### src/rtl/gpio_controller.sv
// PicoBlaze port-mapped controller for an 8-pin gpio_bit bank: direction/data registers,
// input resync, per-pin edge detection into a W1C pending register, and an IRQ/ack handshake.
module gpio_controller #(
  parameter logic [7:0] BASE_ADDR = 8'h00
) (
  input  logic       clk,
  input  logic       rst_n,
  input  logic [7:0] port_id,
  input  logic       write_strobe,
  input  logic       read_strobe,
  input  logic [7:0] out_port,
  output logic [7:0] in_port,
  output logic       interrupt,
  input  logic       interrupt_ack,
  output logic [7:0] gpio_oen,
  output logic [7:0] gpio_data_out,
  input  logic [7:0] gpio_data_in
);

  typedef enum logic [1:0] {
    IRQ_IDLE,
    IRQ_ASSERT,
    IRQ_WAIT_CLR
  } irq_state_e;

  irq_state_e state_q, state_d;

  logic [7:0] dout_q, dout_d;
  logic [7:0] dir_q, dir_d;
  logic [7:0] imask_q, imask_d;
  logic [7:0] iedge_q, iedge_d;
  logic [7:0] ipend_q, ipend_d;
  logic [7:0] s1_q, s1_d;
  logic [7:0] prev_q, prev_d;
  logic [7:0] dir_dly_q, dir_dly_d;
  logic [1:0] armed_q, armed_d;
  logic [7:0] in_port_q, in_port_d;

  logic       hit;
  logic       wr_en;
  logic [2:0] offset;
  logic [7:0] din;
  logic [7:0] rise;
  logic [7:0] fall;
  logic [7:0] evt;
  logic [7:0] clr;
  logic       any_pending;

  // Reads have no side effects, so the strobe is not needed.
  logic unused_read_strobe;
  assign unused_read_strobe = read_strobe;

  always_comb begin
    hit       = (port_id[7:3] == BASE_ADDR[7:3]);
    offset    = port_id[2:0];
    wr_en     = write_strobe & hit;

    din       = (dir_q & dout_q) | (~dir_q & s1_q);
    rise      = s1_q & ~prev_q;
    fall      = ~s1_q & prev_q;
    // dir_dly_q masks the cycle after output->input, when s1/prev still carry the held value.
    evt       = ((iedge_q & rise) | (~iedge_q & fall)) & ~dir_q & ~dir_dly_q
                & {8{armed_q == 2'd2}};
    clr       = (wr_en && offset == 3'd5) ? out_port : '0;

    dout_d    = (wr_en && offset == 3'd0) ? out_port : dout_q;
    dir_d     = (wr_en && offset == 3'd1) ? out_port : dir_q;
    imask_d   = (wr_en && offset == 3'd3) ? out_port : imask_q;
    iedge_d   = (wr_en && offset == 3'd4) ? out_port : iedge_q;
    ipend_d   = (ipend_q & ~clr) | evt;

    s1_d      = gpio_data_in;
    prev_d    = s1_q;
    dir_dly_d = dir_q;
    armed_d   = (armed_q == 2'd2) ? armed_q : armed_q + 2'd1;

    in_port_d = '0;
    if (hit) begin
      case (offset)
        3'd0:    in_port_d = dout_q;
        3'd1:    in_port_d = dir_q;
        3'd2:    in_port_d = din;
        3'd3:    in_port_d = imask_q;
        3'd4:    in_port_d = iedge_q;
        3'd5:    in_port_d = ipend_q;
        default: in_port_d = '0;
      endcase
    end
  end

  always_comb begin
    any_pending = |(ipend_q & imask_q);
    state_d     = state_q;
    interrupt   = 1'b0;
    case (state_q)
      IRQ_IDLE: begin
        if (any_pending) state_d = IRQ_ASSERT;
      end
      IRQ_ASSERT: begin
        interrupt = 1'b1;
        if (!any_pending)       state_d = IRQ_IDLE;
        else if (interrupt_ack) state_d = IRQ_WAIT_CLR;
      end
      IRQ_WAIT_CLR: begin
        if (!any_pending) state_d = IRQ_IDLE;
      end
      default: state_d = IRQ_IDLE;
    endcase
  end

  always_ff @(posedge clk or negedge rst_n) begin
    if (!rst_n) begin
      state_q   <= IRQ_IDLE;
      dout_q    <= '0;
      dir_q     <= '0;
      imask_q   <= '0;
      iedge_q   <= '0;
      ipend_q   <= '0;
      s1_q      <= '0;
      prev_q    <= '0;
      dir_dly_q <= '0;
      armed_q   <= '0;
      in_port_q <= '0;
    end else begin
      state_q   <= state_d;
      dout_q    <= dout_d;
      dir_q     <= dir_d;
      imask_q   <= imask_d;
      iedge_q   <= iedge_d;
      ipend_q   <= ipend_d;
      s1_q      <= s1_d;
      prev_q    <= prev_d;
      dir_dly_q <= dir_dly_d;
      armed_q   <= armed_d;
      in_port_q <= in_port_d;
    end
  end

  assign in_port       = in_port_q;
  assign gpio_oen      = dir_q;
  assign gpio_data_out = dout_q;

endmodule

### config.mk
export PLATFORM = sky130hd
export DESIGN_NAME = gpio_controller
export DESIGN_NICKNAME = d
export VERILOG_FILES = /design/src/rtl/gpio_controller.sv
export SDC_FILE = /design/constraint.sdc
export NUM_CORES = 1
export LEC_CHECK = 0
export ABC_AREA = 1
export CORE_ASPECT_RATIO = 0.9
export CORE_MARGIN = 5
export CORE_UTILIZATION = 35
export CTS_BUF_LIST = sky130_fd_sc_hd__clkbuf_4 sky130_fd_sc_hd__clkbuf_8
export DETAILED_ROUTE_END_ITERATION = 8
export SLEW_MARGIN = 15
export SYNTH_ARGS = -nofsm -noshare
export SYNTH_HDL_FRONTEND = slang
export SYNTH_SLANG_ARGS = --single-unit
### constraint.sdc
create_clock -name clk -period 1.93 [get_ports clk]
set_clock_uncertainty 0.2 [all_clocks]
set_input_delay 0.386 -clock clk [delete_from_list [all_inputs] [get_ports clk]]
set_output_delay 0.386 -clock clk [all_outputs]
set_load 0.01 [all_outputs]
# Yosys cells after proc, flatten, opt, wreduce, memory -nomap -nowiden
# Index checks and enable logic that the tools add are counted.
# Widths: inputs -> output; s select.
[classes] eq_ne=11 n_addsub=1 mux=9 n_reduce_logical=10 n_bitwise=21
[op_table] op="$and 8x8->8" count=11
[op_table] op="$not 8->8" count=6
[op_table] op="$pmux 8 s6" count=1
[op_table] op="$or 8x8->8" count=3
[op_table] op="$mux 8" count=2
[op_table] op="$mux 2" count=4
[op_table] op="$reduce_or 8->1" count=1
[op_table] op="$eq 3x2->1 const B" count=2
[op_table] op="$eq 3x3->1 const B" count=2
[op_table] op="$pmux 2 s3" count=1
[op_table] op="$logic_and 1x1->1" count=5
[op_table] op="$logic_not 5->1" count=1
[op_table] op="$eq 2x2->1 const B" count=2
[op_table] op="$ne 2x2->1 const B" count=2
[op_table] op="$eq 3x1->1 const B" count=1
[op_table] op="$logic_not 3->1" count=1
[op_table] op="$ne 3x3->1 const B" count=1
[op_table] op="$reduce_and 3->1" count=1
[op_table] op="$add 2x1->2 const B" count=1
[op_table] op="$eq 2x1->1 const B" count=1
[op_table] op="$logic_not 2->1" count=1
[op_table] op="$and 1x1->1" count=1
[op_table] op="$mux 1" count=1
[word_totals] wordCells=63 reg_bits=76 inputBits=29 output_inout_bits=25

# Longest topological paths before layout
[depth] ltp_word=8 mapped_depth=8 ltp_nobuf=8

# Worst setup path after synthesis
# Ideal clock, no wire load.
[synth_path] path_type="input-to-reg" startpoint="in port_id[4]" endpoint="reg dir_q[7], in the netlist gpio_oen[7]" path_slack_ps=454 stages=8 required_time_ps=1613 arrival_time_ps=1159 path_buffers=0 cell_sequence="nor2_2 -> nand2_2 -> nor2_4 -> nand2_4 -> clkinv_4 -> nand2_2 -> nand2_1 -> nand2_1"
[synth_via] elab_chain_cells=3
[synth_rtl] element="start: declaration" line_no="8" source="input logic [7:0] port_id,"
[synth_rtl] element="$logic_not 5->1" line_no="54" source="hit = (port_id[7:3] == BASE_ADDR[7:3]);"
[synth_rtl] element="$and 1x1->1" line_no="56" source="wr_en = write_strobe & hit;"
[synth_rtl] element="$logic_and 1x1->1" line_no="67" source="dir_d = (wr_en && offset == 3'd1) ? out_port : dir_q;"
[synth_rtl] element="end signal: assignment" line_no="127" source="dir_q <= dir_d;"
[synth_rtl] element="end: declaration" line_no="29" source="logic [7:0] dir_q, dir_d;"
# No other way between the ends.
# A chain may end at the register's enable or synchronous reset.

# Worst setup path after layout
[layout_path] startpoint="reg dout_q[3], in the netlist gpio_data_out[3]" endpoint="out gpio_data_out[3]"
[layout_lines] element="start: declaration" line_no="28" source="logic [7:0] dout_q, dout_d;"
[layout_lines] element="start signal: assignment" line_no="126" source="dout_q <= dout_d;"
[layout_lines] element="end: declaration" line_no="16" source="output logic [7:0] gpio_data_out,"
# No word-level cell between the ends.

==> results.yml <==
outcome:
  status: "finished clean"
setup_path:
  r2r_start: "armed_q[0]$_DFFE_PN0N_"
  start_kind: "flip-flop"
  cp-startpoint: "gpio_data_out[3]$_DFFE_PN0P_"
  slowest_stage: "clkdlybuf4s50_1"
  worst-path-buf-inv: 1
  cp-end-kind: "output pin"
  required_ns: 1.34
  crit_fanout: 4
  arrival_ns: 1.30
  critPathTopFamily: "buffers and inverters"
  critPathKind: "flip-flop to output pin"
  crit_chain: "clkdlybuf4s50_1"
  slowest_delay_ns: 0.55
cells_and_area:
  area_growth_pct: 35.50
  drive_gt1_frac: 0.1564
  nNetsFinal: 562
  fillers: 931
  n_antenna_cell: 0
flow_run:
  max-cap-violations: 0
global_route:
  grtUsageTotal: 0.1688
  grt_pass1_vias: 3106
  grt_overflow: 0
  grt_pass1_wl_um: 15830
  grt_max_degree: 56
  antenna_found_initial: 0
sta:
  worst_pin_slew_ns: 0.4632
  setup_viol: 0
  hold_violations: 0
  fmax_mhz: 531.0
  maxSlewViolCount: 0
  period_share: 0.9758
  finalCriticalPeriod_ns: 1.883
  maxSlewHeadroom: 0.6909
  worst_slack_ns: 0.04675
synth:
  synth_top_area_share: 0.5429
  yosysTopAreaCell: "dfrtp_1"
  seq_area_frac_synth: 0.5429
  ys_types: 23
  syn_area_per_cell_um2: 8.091
  synth_fp_nets: 463
  synth_warnings: 0
  ys_seq_elements: 76
  synthCells: 433
  synth_area_um2: 3503
  synthTopCellsByArea: "dfrtp_1 (54%), nand2_1 (22%), nand4_1 (4.6%)"
power_and_ir_drop:
  power_density_nw_per_um2: 729.9
  irDropWorstVdd_v: 0.0003368
  p_leak_uw: 0.002469
  finalPower_uw: 3465
cts:
  insertion_delay_ns: 0.35
  cts.path.max_buffers: 2
  clock_sinks: 76
  cts.clk_slew.worst_paths_ns: 0.08
  h-tree-depth: 3
  cts_tree: "done"
  ctsRootBufferMaster: "clkbuf_8"
  cts_inserted_buffers: 9
place:
  port_buffers: 52
  post-dp-hpwl_um: 6877
  dp_worst_setup_slack_ns: -0.1489
  gp_congestion: 0.8590
detailed_routing:
  dr_total_vias: 3144
  first_iter_violations: 179
  first_pass_iters: 4
  wl_per_cell_um: 14.70
  drtAntennaViolNets: 0
  drc: 0
  vias_per_cell: 4.742
  drt_wl_total_um: 9745
floorplan:
  die_h_um: 104.9
  rows: 34
  fp.coreArea_um2: 9742
  die_area_um2: 12110
  start_util: 0.3596
  fp.dieW_um: 115.5
  io_pins: 54
hold_path:
  hold_path_class: "flip-flop to flip-flop"
  hp-start: "prev_d[3]$_DFF_PN0_"
## stage by stage
stage / util / instance area (um^2) / hold WS, ns / cells / setup TNS (ns)
final: 0.4873 / 4747 / 0.1811 / 663 / 0
after global routing: 0.4873 / 4747 / 0.2082 / 663 / -0.001691
after CTS: 0.4798 / 4674 / 0.1873 / 655 / 0
after detailed placement: 0.4561 / 4443 / 0.1021 / 638 / -5.292
after global placement: 0.4561 / 4443 / 0.1005 / 638 / -4.857
after floorplan: - / 3503 / -0.1096 / 433 / 0
## kinds of logic (layout without fill, tap and decap cells)
logic type,after synthesis,after routing,synth area share
AO/OA/AOI/OAI,27,27,0.04214
buffers and inverters,45,149,0.05500
AND/OR/NAND/NOR,283,283,0.3539
XOR/XNOR,1,1,0.002500
flip-flops,76,76,0.5429
adder cells (fa/ha/maj),1,1,0.003571
## power by group
part	leakage [uW]	internal, uW	total, uW	switching, uW
Sequential	0.000956	1660	1710	52.4
Clock	0.000114	745	1340	595
Combinational	0.00140	193	413	220
## final cells by class
cell class / count / area (um^2) / share of cell area
Tap cell: 126 / 157.7 / 0.03321
Multi-Input combinational cell: 312 / 1409 / 0.2968
Clock buffer: 10 / 131.4 / 0.02768
Sequential cell: 76 / 1912 / 0.4027
Clock inverter: 6 / 87.58 / 0.01845
Inverter: 37 / 143.9 / 0.03031
Timing Repair Buffer: 96 / 905.9 / 0.1908
## registers in the layout, summed over array words and instances (netlist names), 8 cells and up
name,flops
dir_dly_q,8
gpio_data_out,8
gpio_oen,8
iedge_q,8
imask_q,8
in_port,8
ipend_q,8
prev_d,8
prev_q,8
## synth_stat cells
cell / count
a21oi_1: 13
buf_2: 6
buf_4: 1
buf_6: 1
clkinv_1: 1
clkinv_4: 1
dfrtp_1: 76
ha_1: 1
inv_1: 34
inv_2: 1
nand2_1: 205
nand2_2: 4
nand2_4: 2
nand3_1: 9
nand3b_1: 3
nand4_1: 26
nor2_1: 18
nor2_2: 1
nor2_4: 7
nor3_1: 8
o211ai_1: 5
o21ai_0: 9
xnor2_1: 1
## repair_timing
action / CTS / global route
endpoints found under the setup margin: 9 / 9
hold endpoints to repair: 21 / 0
gates resized for setup: 14 / 5
setup buffers: 0 / 8
hold buffers: 1 / 0
## final timing paths
check / cells after the start / slack [ns] / endpoint
setup / recovery: 1 / 0.05 / gpio_data_out[3]
max in group asynchronous: 3 / 0.65 / gpio_oen[4]$_DFFE_PN0P_
hold / removal: 0 / 0.18 / prev_q[3]$_DFF_PN0_
setup reg to reg: 6 / 0.32 / ipend_q[0]$_DFF_PN0_
hold reg to reg: 0 / 0.18 / prev_q[3]$_DFF_PN0_
min in group asynchronous: 2 / 0.27 / prev_d[2]$_DFF_PN0_
## layer usage
layer / routed length [um] / GRT usage
met2: 4403 / 0.2500
met4: 150 / 0.05197
met1: 4485 / 0.2447
met5: 0 / 0
met3: 706 / 0.03931
## cells in the final DEF (no fill, tap or decap), types with 5 or more instances in the layout
cell	Yosys	final
nand2_1	205	205
dfrtp_1	76	68
clkdlybuf4s50_1	0	40
buf_4	1	40
inv_1	34	34
nand4_1	26	26
nor2_1	18	18
a21oi_1	13	13
nand3_1	9	9
o21ai_0	9	9
clkbuf_8	0	9
nor3_1	8	8
dfrtp_2	0	8
nor2_4	7	7
dlygate4sd2_1	0	6
o211ai_1	5	5
dlymetal6s2s_1	0	5
Power figures use the tool's default switching activity.
